File: src/rtl/cim_pkg.sv
// cim_pkg: shared FSM state type and default geometry for the CIM row accumulator.
package cim_pkg;
  typedef enum logic [1:0] {IDLE, ACCUM, DONE} state_t;
  localparam int WIDTH_D = 8;
  localparam int ROWS_D  = 16;
  localparam int ACC_W_D = 16;
endpackage

File: src/rtl/cim_sat_add.sv
// cim_sat_add: combinational unsigned adder that clamps to all-ones and flags overflow.
module cim_sat_add #(
  parameter int W = 16
) (
  input  logic [W-1:0] a,
  input  logic [W-1:0] b,
  output logic [W-1:0] y,
  output logic         ovf
);
  logic [W:0] sum;
  always_comb begin
    sum = {1'b0, a} + {1'b0, b};
    ovf = sum[W];
    y   = ovf ? {W{1'b1}} : sum[W-1:0];
  end
endmodule

File: src/rtl/cim_row_accumulator.sv
// cim_row_accumulator: sums ROWS bitcell-chain row results into a saturating total with valid/ready output.
// Optional threshold compare for the BNN activation bit is enabled by defining CIM_THRESHOLD_EN.
module cim_row_accumulator
  import cim_pkg::*;
#(
  parameter int WIDTH = WIDTH_D,
  parameter int ROWS  = ROWS_D,
  parameter int ACC_W = ACC_W_D
) (
  input  logic             clk,
  input  logic             rst,
  input  logic             start,
  input  logic             row_valid,
  input  logic [WIDTH-1:0] row_sum,
  input  logic             row_co,
  output logic             row_ready,
  input  logic [ACC_W-1:0] threshold,
  output logic             acc_valid,
  input  logic             acc_ready,
  output logic [ACC_W-1:0] acc_out,
  output logic             act_out,
  output logic             sat,
  output logic             busy
);
  localparam int CNT_W = $clog2(ROWS + 1);
  state_t state, nxt;
  logic [CNT_W-1:0] cnt;
  logic [ACC_W-1:0] row_val, sum_y;
  logic ovf, accept, last;
  assign row_val   = ACC_W'({row_co, row_sum});
  assign row_ready = state == ACCUM;
  assign busy      = state != IDLE;
  assign accept    = row_ready & row_valid;
  assign last      = accept & (cnt == CNT_W'(ROWS - 1));
  cim_sat_add #(.W(ACC_W)) u_add (
    .a  (acc_out),
    .b  (row_val),
    .y  (sum_y),
    .ovf(ovf)
  );
  always_comb begin
    nxt = state;
    case (state)
      IDLE:    nxt = start ? ACCUM : IDLE;
      ACCUM:   nxt = last ? DONE : ACCUM;
      DONE:    nxt = acc_ready ? IDLE : DONE;
      default: nxt = IDLE;
    endcase
  end
  always_ff @(posedge clk or posedge rst) begin
    if (rst) begin
      state     <= IDLE;
      acc_out   <= '0;
      cnt       <= '0;
      sat       <= 1'b0;
      acc_valid <= 1'b0;
    end else begin
      state     <= nxt;
      acc_valid <= nxt == DONE;
      if (state == IDLE && start) begin
        acc_out <= '0;
        cnt     <= '0;
        sat     <= 1'b0;
      end else if (accept) begin
        acc_out <= sum_y;
        cnt     <= cnt + CNT_W'(1);
        sat     <= sat | ovf;
      end
    end
  end
`ifdef CIM_THRESHOLD_EN
  // compare the post-add total so the bit is ready alongside acc_valid
  always_ff @(posedge clk or posedge rst) begin
    if (rst) act_out <= 1'b0;
    else if (state == IDLE && start) act_out <= 1'b0;
    else if (last) act_out <= sum_y >= threshold;
  end
`else
  logic unused_threshold;
  assign unused_threshold = ^threshold;
  assign act_out = 1'b0;
`endif
endmodule

File: config.mk
export PLATFORM = sky130hd
export DESIGN_NAME = cim_row_accumulator
export DESIGN_NICKNAME = d
export VERILOG_FILES = /design/src/rtl/cim_pkg.sv /design/src/rtl/cim_sat_add.sv /design/src/rtl/cim_row_accumulator.sv
export SDC_FILE = /design/constraint.sdc
export NUM_CORES = 1
export LEC_CHECK = 0
export BUFFER_PORTS_ARGS = -buffer_cell sky130_fd_sc_hd__buf_2
export CORE_ASPECT_RATIO = 1.1
export CORE_MARGIN = 3
export CORE_UTILIZATION = 54
export CTS_CLUSTER_SIZE = 16
export DETAILED_ROUTE_END_ITERATION = 8
export GPL_ROUTABILITY_DRIVEN = 0
export MAX_ROUTING_LAYER = met4
export PLACE_DENSITY_LB_ADDON = 0.05
export SLEW_MARGIN = 20
export SYNTH_ARGS = -nofsm -noshare
export SYNTH_HDL_FRONTEND = slang
export SYNTH_SLANG_ARGS = --single-unit
File: constraint.sdc
create_clock -name clk -period 4.6 [get_ports clk]
set_input_delay 0.23 -clock clk [delete_from_list [all_inputs] [get_ports clk]]
set_output_delay 0.23 -clock clk [all_outputs]
set_load 0.02 [all_outputs]
==> impl.org, run 1 <==
** CTS
- For the worst-skew pair, the clock arrives at the later sink with an insertion delay of 0.32 ns.
- Number of buffers created by CTS :: 3
- In this run the clock root is driven by a clkbuf_4.
- No sink is reached through more buffers than the 2 on the longest clock path.
- The tree built by TritonCTS fans out to 25 sinks.
- CTS built an H-tree with a depth of 1.
- Number of buffers inserted to repair setup after CTS :: 0
- Post-CTS resize count :: 0
- TritonCTS built the clock tree.
- For this design, the CTS-stage hold fixing added 0 buffers.
- Clock-pin slew was measured on the worst setup and hold paths at 0.15 ns.

** Synthesis
- Sequential elements use 39.5% of the synthesized area.
- Top cells by instance count after synthesis :: dfrtp_1, nand2_1, ha_1, a221o_1
- The most used flip-flop cell after synthesis is dfrtp_1.
- In this run, synthesis produced a sequential element count of 25.
- Area leader, netlist :: dfrtp_1
- The share of synthesized area in the top cell type comes to 39.5%.
- Leading cell types by total area after synthesis :: dfrtp_1, ha_1, a221o_1, nand2_1, xnor2_1
- Yosys printed 0 warnings.
- Count of flip-flops with a built-in enable after synthesis :: 0
- Count of unique library cells instantiated by Yosys :: 48
- Most common cell in the netlist :: dfrtp_1
- Number of nets produced by synthesis :: 191
- Cell Area, Synth :: 0.00159 mm²
- Of all flip-flops after synthesis, the portion carrying an async set or reset was 100%.
- Dividing the synthesized area by the synthesized cell count gives 10.6 µm².
- Counting every instance in the synthesized netlist gives 149.

** Die
- Die outline width :: 57.7 µm
- The floorplan has 19 rows.
- Number of placed I/O pins :: 51
- The initial utilization of the core area, before any placement, comes to 60.1%.
- The die covers 0.00362 mm².
- Placeable core region :: 0.00264 mm²
- Vertical die dimension :: 62.8 µm

** Timing
- Number of hold violations in the final report :: 0
- Total count of max-transition violations in the final report :: 0
- After routing, the total negative slack on setup checks comes to 0 ns.
- In the finished design, the share of the clock period the worst path needs comes to 51.5%.
- Setup repair after global routing left no endpoint under its margin.
- Between clock sinks in the finished design, the worst skew comes to 0.00666 ns.
- Derived from the worst setup path, the maximum achievable clock frequency is 0.422 GHz.
- Worst hold-check slack :: 0.0894 ns
- Finish-stage setup viols :: 0
- Transition time of the tightest slew-check pin :: 0.936 ns
- Min cycle time layout :: 2.37 ns
- Rel. slew slack :: 37.5%

** Worst setup path
- Setup crit end kind :: flop
- Cell repeated most along the worst path :: a21oi_4
- The worst setup path is of the reg -> reg kind.
- The startpoint identified for the worst register-to-register timing path is acc_out[0].
- Along the worst path, the maximum fanout reaches 12.
- Worst Path Required :: 4.82 ns
- Crit path largest cell delay :: 0.46 ns
- The signal on the critical path passes through ha_1, fa_1, a21oi_4, o2111ai_4, a21oi_4, nor3_4, a221o_1.
- Worst path slowest cell :: fa_1
- Critical path data arrival time :: 2.59 ns
- Kind of start point of the critical path :: flop
- Timing startpoint of the critical path :: acc_out[0]

** Drt
- Post-detailed-routing wire length :: 3.33 mm
- Routed met1 length :: 1.54 mm
- The first TritonRoute pass finished after 4 iterations.
- After detailed routing, the met2 layer carries 1.61 mm of wire.
- Detailed routing placed a total of 140 µm of wire on met3.
- Once detail routing completed, the nets flagged for antenna violations numbered 0.
- After detailed routing, the average wire length per cell comes to 15.8 µm.
- The first routing iteration left 40 violations.
- Signal routing reaches up to met4.
- The final route contains 1,299 vias.
- Dividing the detail-routed via count by the number of cells gives 6.16.
- For this run, design rule violations remaining after detail routing come to 0.

** Finish
- Area of the multi-input gates :: 897 µm²
- Counting the fill cells in the layout gives 213.
- The number of antenna diodes in the final layout is 0.
- Of the cells placed in the final design, the portion with a size suffix greater than 1 is 26.7%.
- The final layout contains 223 nets.
- From synthesis to final layout, the design area changed by 12.2%.
- Final instance area :: 0.00178 mm²
- Layout Utilization :: 67.4%
- The finished layout holds 211 standard cells, fillers aside.
- In the final layout, flip-flops and latches occupy 626 µm².

** Global route
- After global routing the overflow that remains totals 0.
- In the global route stage, overall resource usage came out at 20.2%.
- The initial antenna violation count is 0.
- Entering global routing, the biggest net connects 26 pins.
- The number of global-route vias before repair was 1,279.
- The first global-routing pass estimated 5.77 mm of wire.

** Pwr
- For this design the static power due to leakage is 0.833 nW.
- Power per unit of standard cell area :: 621 mW/mm²
- Worst VDD drop :: 432 µV

** Placed design
- Detailed placement ended at an HPWL of 2.47 mm.
- Port-buffer cells :: 33
- The placed instances occupy a cell area of 0.00175 mm².
- Placed Cells incl. Taps :: 207

** Job
- Max-cap violations :: 0

** Outcome
- The run finished with clean final reports.

** Hold path
- Tightest Hold Check Type :: in -> async
[per-layer routing]
layer,global-route usage [%],vias to the layer above
met3,2.69,8
met4,7.25,0
li1,-,623
met2,31.5,34
met1,26.6,634
met5,-,-
[cell families after synthesis]
group           after synthesis  share of synthesized area (%)
buf+inv                      12                           3.95
xor+xnor                     10                           5.52
flops                        25                           39.5
fa+ha+maj                    12                           9.94
simple gates                 46                           16.4
other cells                   1                          0.237
compound gates               43                           24.5
[stage by stage]
stage	power (mW)	setup WS (ns)
3_3_place_gp	0.981	2.30
2_1_floorplan	0.856	2.25
4_1_cts	1.11	2.23
6_report	1.10	2.23
5_1_grt	1.19	2.12
3_5_place_dp	1.00	2.25
[critical path, delay by kind of cell (launching register included)]
family | cells | cell delay, ns
AND/OR/NAND/NOR | 1 | 0.14
flip-flops | 1 | 0.42
AO/OA/AOI/OAI | 4 | 1.01
adder cells (fa/ha/maj) | 2 | 0.70
[final cells by class]
cell class | instances | share of cell area [%]
Clock inverter | 1 | 0.422
Tap cell | 31 | 2.18
Multi-Input combinational cell | 112 | 50.4
Clock buffer | 3 | 1.27
Inverter | 6 | 1.27
Timing Repair Buffer | 33 | 9.28
Sequential cell | 25 | 35.2
[flip-flops by register name, indices dropped and copies added (netlist names)]
name and flops:
state 2, cnt 5, acc_valid 1, sat 1, acc_out 16
[cell usage in the layout (no fill, tap or decap), types with 2 or more instances in the layout]
master	n
nand2_1	15
xor2_1	4
clkbuf_4	3
xnor2_1	6
and2_1	3
nor2_1	6
a21oi_4	2
dfrtp_1	25
buf_2	33
and3_1	2
nand4_1	2
nand3_1	4
a32o_1	2
a221o_1	9
inv_1	6
o311ai_1	4
o211ai_1	5
a21oi_1	5
o21ai_0	2
o21a_1	2
nor3_1	4
ha_1	11
[worst paths after layout]
path	to	slack, ns	cells past startpoint
max	acc_out[0]	2.23	7
min	acc_out[5]	0.09	2
max reg2reg	acc_out[0]	2.23	7
min reg2reg	cnt[4]	0.52	2
max in group asynchronous	acc_out[10]	3.95	2
min in group clk	state[0]	0.21	4
[where the power goes]
group / leakage [nW] / internal [mW] / switching (mW)
Combinational: 0.499 / 0.266 / 0.373
Sequential: 0.320 / 0.294 / 0.0682
Clock: 0.0139 / 0.0332 / 0.0697
No activity file was read; power rests on OpenSTA's default activity.
==> inputs of run 2 (changes only) <==
--- a/config.mk
+++ b/config.mk
@@ -8,7 +8,7 @@
 export BUFFER_PORTS_ARGS = -buffer_cell sky130_fd_sc_hd__buf_2
 export CORE_ASPECT_RATIO = 1.1
 export CORE_MARGIN = 3
-export CORE_UTILIZATION = 54
+export CORE_UTILIZATION = 50
 export CTS_CLUSTER_SIZE = 16
 export DETAILED_ROUTE_END_ITERATION = 8
 export GPL_ROUTABILITY_DRIVEN = 0
==> constraint.sdc (replaced) <==
create_clock -name clk -period 2.25 [get_ports clk]
set_input_delay 0.1125 -clock clk [delete_from_list [all_inputs] [get_ports clk]]
set_output_delay 0.1125 -clock clk [all_outputs]
set_load 0.02 [all_outputs]
==> impl.org, run 2 (same netlist as run 1, synthesis figures left out) <==
** Die
- Vertical die dimension :: 65.1 µm
- For this design the top-level I/O count stands at 51.
- Initial standard-cell utilization of the core :: 54.6%
- The floorplan step defined a die boundary enclosing 0.00388 mm².
- The core region is 0.00290 mm².
- Measured along the x axis, the die boundary spans 59.7 µm.
- After floorplanning, the core was divided into 20 placement rows.

** Drt
- Iteration count of the initial detailed-routing pass :: 4
- After detailed routing, the total wire length is 3.38 mm.
- In the final routed layout, each cell accounts on average for 15.3 µm.
- Total number of vias :: 1,324
- After detailed routing, the number of vias per cell comes to 5.99.
- The detailed router finished its first iteration with 61 violations.
- For this run, design rule violations remaining after detail routing come to 0.
- Count of antenna-violating nets left after detailed routing :: 0

** Worst setup path
- Setup crit end kind :: flop
- In this run the worst path has a maximum fanout of 12.
- For the worst setup path, the data required time is 2.47 ns.
- Kind of start point of the critical path :: flop
- Cell repeated most along the worst path :: a21oi_4
- Data arrives at the worst endpoint at 2.35 ns.
- The setup path with the least slack is of type reg -> reg.
- Tracing the worst setup path back leads to its startpoint at acc_out[0].
- The critical path goes through ha_2, fa_2, a21oi_4, o2111ai_4, a21oi_4, nor3_4, a311o_1.
- Worst path slowest cell :: dfrtp_1
- Crit path largest cell delay :: 0.42 ns
- Worst R2R Start :: acc_out[0]

** Finish
- The layout has 256 filler cells.
- In the final design database the tool counted 231 nets.
- Most frequent standard cell in the layout excluding fill and tap cells :: buf_2
- Final instance area :: 0.00185 mm²
- The largest registers in the layout are acc_out (16), cnt (5), state (2).
- Compared with the post-synthesis result, the final layout area differs by 16.5%.
- Count of non-filler cells in the finished layout :: 221
- Number of flip-flops under the largest register name :: 16
- Number of antenna cells inserted :: 0
- Counting flops per register, the top entry is acc_out.
- Leaving out fill and tap cells, the most frequent cells in the layout are buf_2, dfrtp_1, nand2_1, ha_1, a221o_1.
- Layout cell share with drive strength beyond 1 :: 30.3%

** Timing
- Setup repair after global routing left no endpoint under its margin.
- Clock tree skew after final layout :: 0.00601 ns
- Share of the clock period used by the worst path after layout :: 94.4%
- In this run the tightest slew margin relative to its limit is 66.1%.
- Fmax :: 0.471 GHz
- Final critical-path setup slack :: 0.126 ns
- The final count of hold timing violations came to 0.
- Setup violations remaining at the end of the flow were counted as 0.
- For the pin with the worst max-slew slack, the measured transition is 0.506 ns.
- The total count of max-transition violations in the final report was 0.
- Setup_tns :: 0 ns
- Min cycle time layout :: 2.12 ns

** Global route
- Across every metal layer, demand over resource in global routing totals 18.8%.
- The first global-routing pass estimated 5.49 mm of wire.
- Maximum number of pins on one net before global-route repair :: 26
- For this run, global-route usage on met1 was measured as 22.5%.
- In the global route stage, met3 resource usage came out at 1.99%.
- The layer flagged by global routing as most heavily used is met2.
- Global route overflow :: 0
- Met2 capacity usage during global routing :: 32.0%
- The number of global-route vias before repair came to 1,255.
- Initial antenna violation count :: 0

** CTS
- Clock tree synthesis selected as its root buffer the cell clkbuf_4.
- Depth of the CTS H-tree :: 1
- Number of sinks on the clock net :: 25
- Clk slew on worst S/H paths :: 0.14 ns
- Number of buffers created by CTS :: 3
- Bufs on Longest Clock Path :: 2
- CTS tree :: built
- Clock latency on the worst-skew pair :: 0.33 ns

** Placed design
- The count of buffers added on input and output ports is 33.
- Including well taps, the total number of placed cells is 214.
- Post-detailed-placement half-perimeter wirelength :: 2.51 mm
- Before CTS, the worst setup slack after placement is 0.105 ns.
- After detailed placement, the total cell area comes to 0.00179 mm².

** Pwr
- For this design the static power due to leakage is 0.870 nW.
- Power per unit of standard cell area :: 1250 mW/mm²
- Worst VDD drop :: 790 µV

** Hold path
- The worst hold path begins at row_valid.
- In this run the worst hold path is classified as in -> reg.

** Job
- The tool flagged a number of max-cap violations equal to 0.

** Outcome
- The flow ran to the end, and the final reports show no timing, DRC or antenna violations.
## run 2: cell count changes in the layout (fill, tap and decap cells not counted)
cell and change:
buf_4 +7, clkinv_2 +1, clkinvlp_4 -1, dlygate4sd3_1 +1, fa_1 -1, fa_2 +1, ha_1 -1, ha_2 +1
## run 2: path summary, 6_finish.rpt
check                         endpoint  slack, ns  depth (start not counted)
max                        acc_out[15]       0.13                          7
max reg2reg                acc_out[15]       0.13                          7
min                          acc_valid        0.1                          2
min reg2reg                        sat       0.50                          1
min in group asynchronous       cnt[4]       0.37                          4
max in group asynchronous       cnt[0]       1.62                          4
## run 2: routing by layer
layer | vias to the layer above | routed length, µm
met5 | - | 0
met4 | 0 | 19
met3 | 2 | 164
met2 | 38 | 1750
met1 | 636 | 1450
li1 | 648 | -
## run 2: worst max-delay path, delay by kind of cell, from the launching register on
kind                     cells  cell delay [ns]
flip-flops                   1             0.42
AO/OA/AOI/OAI                4             0.89
adder cells (fa/ha/maj)      2             0.58
AND/OR/NAND/NOR              1             0.12
## run 2: area by class of cell
type                            count  area [µm²]  area share, %
Timing Repair Buffer               41         228           12.3
Sequential cell                    25         626           33.9
Clock inverter                      1        5.00          0.271
Tap cell                           33        41.3           2.24
Multi-Input combinational cell    112         902           48.8
Clock buffer                        3        22.5           1.22
Inverter                            6        22.5           1.22
## run 2: timing repair
action	CTS	global route
setup endpoints to repair	0	11
gates resized for setup	0	0
endpoints found under the hold margin	25	0
hold buffers	1	0
buffers inserted	0	2
## run 2: stage by stage
| stage | total power, mW | utilization, % | hold slack [ns] |
|---|---|---|---|
| floorplan | 1.76 | - | 0.140 |
| global placement | 2.05 | 61.8 | 0.177 |
| detailed placement | 2.09 | 61.8 | 0.181 |
| CTS | 2.29 | 63.1 | 0.0929 |
| global route | 2.50 | 63.6 | 0.0905 |
| finish | 2.31 | 63.6 | 0.0969 |
## run 2: report_power, final
part	leakage [nW]	internal (mW)	switching (mW)	total, mW
sequential	0.320	0.602	0.137	0.739
combinational	0.532	0.604	0.763	1.37
clock	0.0177	0.0667	0.139	0.206
==> inputs of run 3 (changes only) <==
--- a/config.mk
+++ b/config.mk
@@ -8,7 +8,7 @@
 export BUFFER_PORTS_ARGS = -buffer_cell sky130_fd_sc_hd__buf_2
 export CORE_ASPECT_RATIO = 1.1
 export CORE_MARGIN = 3
-export CORE_UTILIZATION = 50
+export CORE_UTILIZATION = 45
 export CTS_CLUSTER_SIZE = 16
 export DETAILED_ROUTE_END_ITERATION = 8
 export GPL_ROUTABILITY_DRIVEN = 0
==> constraint.sdc (replaced) <==
create_clock -name clk -period 2.25 [get_ports clk]
set_input_delay 0.3375 -clock clk [delete_from_list [all_inputs] [get_ports clk]]
set_output_delay 0.3375 -clock clk [all_outputs]
set_load 0.02 [all_outputs]
==> impl.org, run 3 (same netlist as run 1, synthesis figures left out) <==
** CTS
- For the worst-skew pair, the clock arrives at the later sink with an insertion delay of 0.33 ns.
- CTS tree :: built
- In this run the post-CTS setup repair buffer count came out at 0.
- Once the clock tree was built, the resizer swapped 0 gates to a different size.
- Number of buffers created by CTS :: 3
- Clk slew on worst S/H paths :: 0.15 ns
- Depth of the CTS H-tree :: 1
- Count of hold-fix buffers inserted at cts :: 0
- The tree is rooted in a clkbuf_4.
- No sink is reached through more buffers than the 2 on the longest clock path.
- Number of sinks on the clock net :: 25

** Job
- Max-cap violations in this run came to 0.

** Worst setup path
- Timing startpoint of the critical path :: acc_out[0]
- STA classifies the critical path endpoint as a flop.
- Worst Path Required :: 2.48 ns
- Worst R2R Start :: acc_out[0]
- Kind of start point of the critical path :: flop
- Critical path peak fanout :: 12
- Flop-to-flop setup slack :: 0.13 ns
- Setup Crit Path Kind :: reg -> reg
- R2r endpoint :: acc_out[6]
- The number of cells on the worst reg-to-reg path is 7.
- Critical path data arrival time :: 2.34 ns

** Drt
- The routed layout has 1,304 vias.
- In the routed design, unresolved DRC markers number 0.
- Count of antenna-violating nets left after detailed routing :: 0
- For this block, the initial DRC count from the detailed router was 100.
- Vias per Instance :: 5.65
- Routed WL per cell :: 14.8 µm
- The first detailed-routing pass ran for 4 iterations.
- The final layout contains routed wiring with a total length of 3.42 mm.

** Timing
- For the pin with the worst max-slew slack, the measured transition is 0.547 ns.
- The final count of hold timing violations is 0.
- Setup_tns :: 0 ns
- The total count of max-transition violations in the final report was 0.
- Measured against its own limit, the worst slew margin works out to 63.4%.
- Setup repair after global routing left no endpoint under its margin.
- Clock tree skew after final layout :: 0.00351 ns
- On the final layout, the worst hold slack is 0.0227 ns.
- Setup violations remaining at the end of the flow were counted as 0.
- For this run, the top clock speed supported by timing is 0.472 GHz.
- Dividing the final minimum period by the clock period gives 94.1%.
- Subtracting the final worst setup slack from the clock period gives 2.12 ns.

** Finish
- The final layout contains 228 nets.
- Final instance area :: 0.00184 mm²
- Register with the highest flop count :: acc_out
- Number of antenna cells inserted :: 0
- Regs by FF count :: acc_out (16), cnt (5), state (2)
- Once layout is complete, the utilization of the core stands at 57.4%.
- The post-route netlist has 29.7% of its cells at a drive strength greater than 1.
- In the layout the commonest cells are buf_2, dfrtp_1, nand2_1, ha_1, a221o_1.
- The register with the most flip-flops in the layout has 16 of them.
- Leaving out fill and tap cells, the most frequent cell in the layout is buf_2.
- Synthesis-to-finish area growth :: 16.1%

** Die
- For this configuration, the core starts out at a cell density of 49.5%.
- Row cnt :: 21
- Number of placed I/O pins :: 51
- Die outline width :: 62.6 µm
- Die area :: 0.00427 mm²
- The die is 68.3 µm tall.
- After floorplanning, the core was sized to cover 0.00321 mm².

** Pwr
- The share of total power dissipated in the clock network is 9.6%.
- Switch share :: 45.6%
- For this design the total switching power over the nets is 1.05 mW.
- Internal power of the cells :: 1.25 mW
- The design draws 2.30 mW.
- Share of power burned in combinational logic :: 58.1%
- Worst VDD drop :: 511 µV
- Flop pwr share :: 32.3%
- Static leakage :: 0.853 nW
- For this design the ratio of total power to cell area is 1250 mW/mm².

** Global route
- Initial antenna violation count :: 0
- All-Layer GR Usage :: 17.8%
- Entering global routing, the biggest net connects 26 pins.
- The first global-routing pass estimated 5.83 mm of wire.
- The number of global-route vias before repair came to 1,296.
- Global routing finished with a remaining overflow of 0.

** Placed design
- Detailed placement ended at an HPWL of 2.54 mm.
- Once placement finished, the instance area stood at 0.00181 mm².
- Port buffering added 33 buffers.

** Outcome
- Outcome :: completed

** Hold path
- The min-delay analysis places its worst path in the category in -> async.
[run 3: changes by cell type in the layout (fill, tap and decap cells not counted)]
cell / before / now
dlygate4sd3_1: 1 / 0
clkinvlp_4: 0 / 1
buf_4: 7 / 5
clkinv_2: 1 / 0
[run 3: final cells by class]
class,instances,area [µm²]
Clock buffer,3,22.5
Clock inverter,1,7.51
Fill cell,309,1370
Inverter,6,22.5
Multi-Input combinational cell,112,902
Sequential cell,25,626
Tap cell,46,57.6
Timing Repair Buffer,38,203
[run 3: per-layer routing]
| metal | global-route usage, % | vias up | wire (µm) |
|---|---|---|---|
| met1 | 21.4 | 626 | 1540 |
| met4 | 6.89 | 0 | 17 |
| met5 | - | - | 0 |
| li1 | - | 636 | - |
| met2 | 31.0 | 40 | 1670 |
| met3 | 2.46 | 2 | 191 |
[run 3: how the worst max path moves through the flow]
| stage | cells past startpoint | to | slack [ns] |
|---|---|---|---|
| global placement | 8 | acc_out[15] | 0.11 |
| floorplan | 8 | acc_out[2] | 0.02 |
| CTS | 7 | acc_out[6] | 0.11 |
| detailed placement | 8 | acc_out[6] | 0.08 |
| finish | 7 | acc_out[6] | 0.13 |
| global route | 7 | acc_out[6] | 0.03 |
[run 3: worst max-delay path, cell delays in order (launching register included)]
cell and delay [ns]:
dfrtp_1 0.43, ha_2 0.20, fa_2 0.37, a21oi_4 0.21
o2111ai_4 0.17, a21oi_4 0.22, nor3_4 0.12, a221o_1 0.29
[run 3: power groups by stage]
stage	Combinational, mW	Clock [mW]	Sequential [mW]
after floorplan	0.894	0	0.861
after global placement	1.31	0	0.742
after detailed placement	1.35	0	0.752
after CTS	1.35	0.227	0.744
after global routing	1.49	0.241	0.771
final	1.34	0.220	0.743
[run 3: through the flow]
stage,std cells,setup slack [ns]
final,231,0.132
after detailed placement,227,0.0766
after CTS,231,0.111
after floorplan,149,0.0215
after global routing,231,0.0313
after global placement,227,0.106
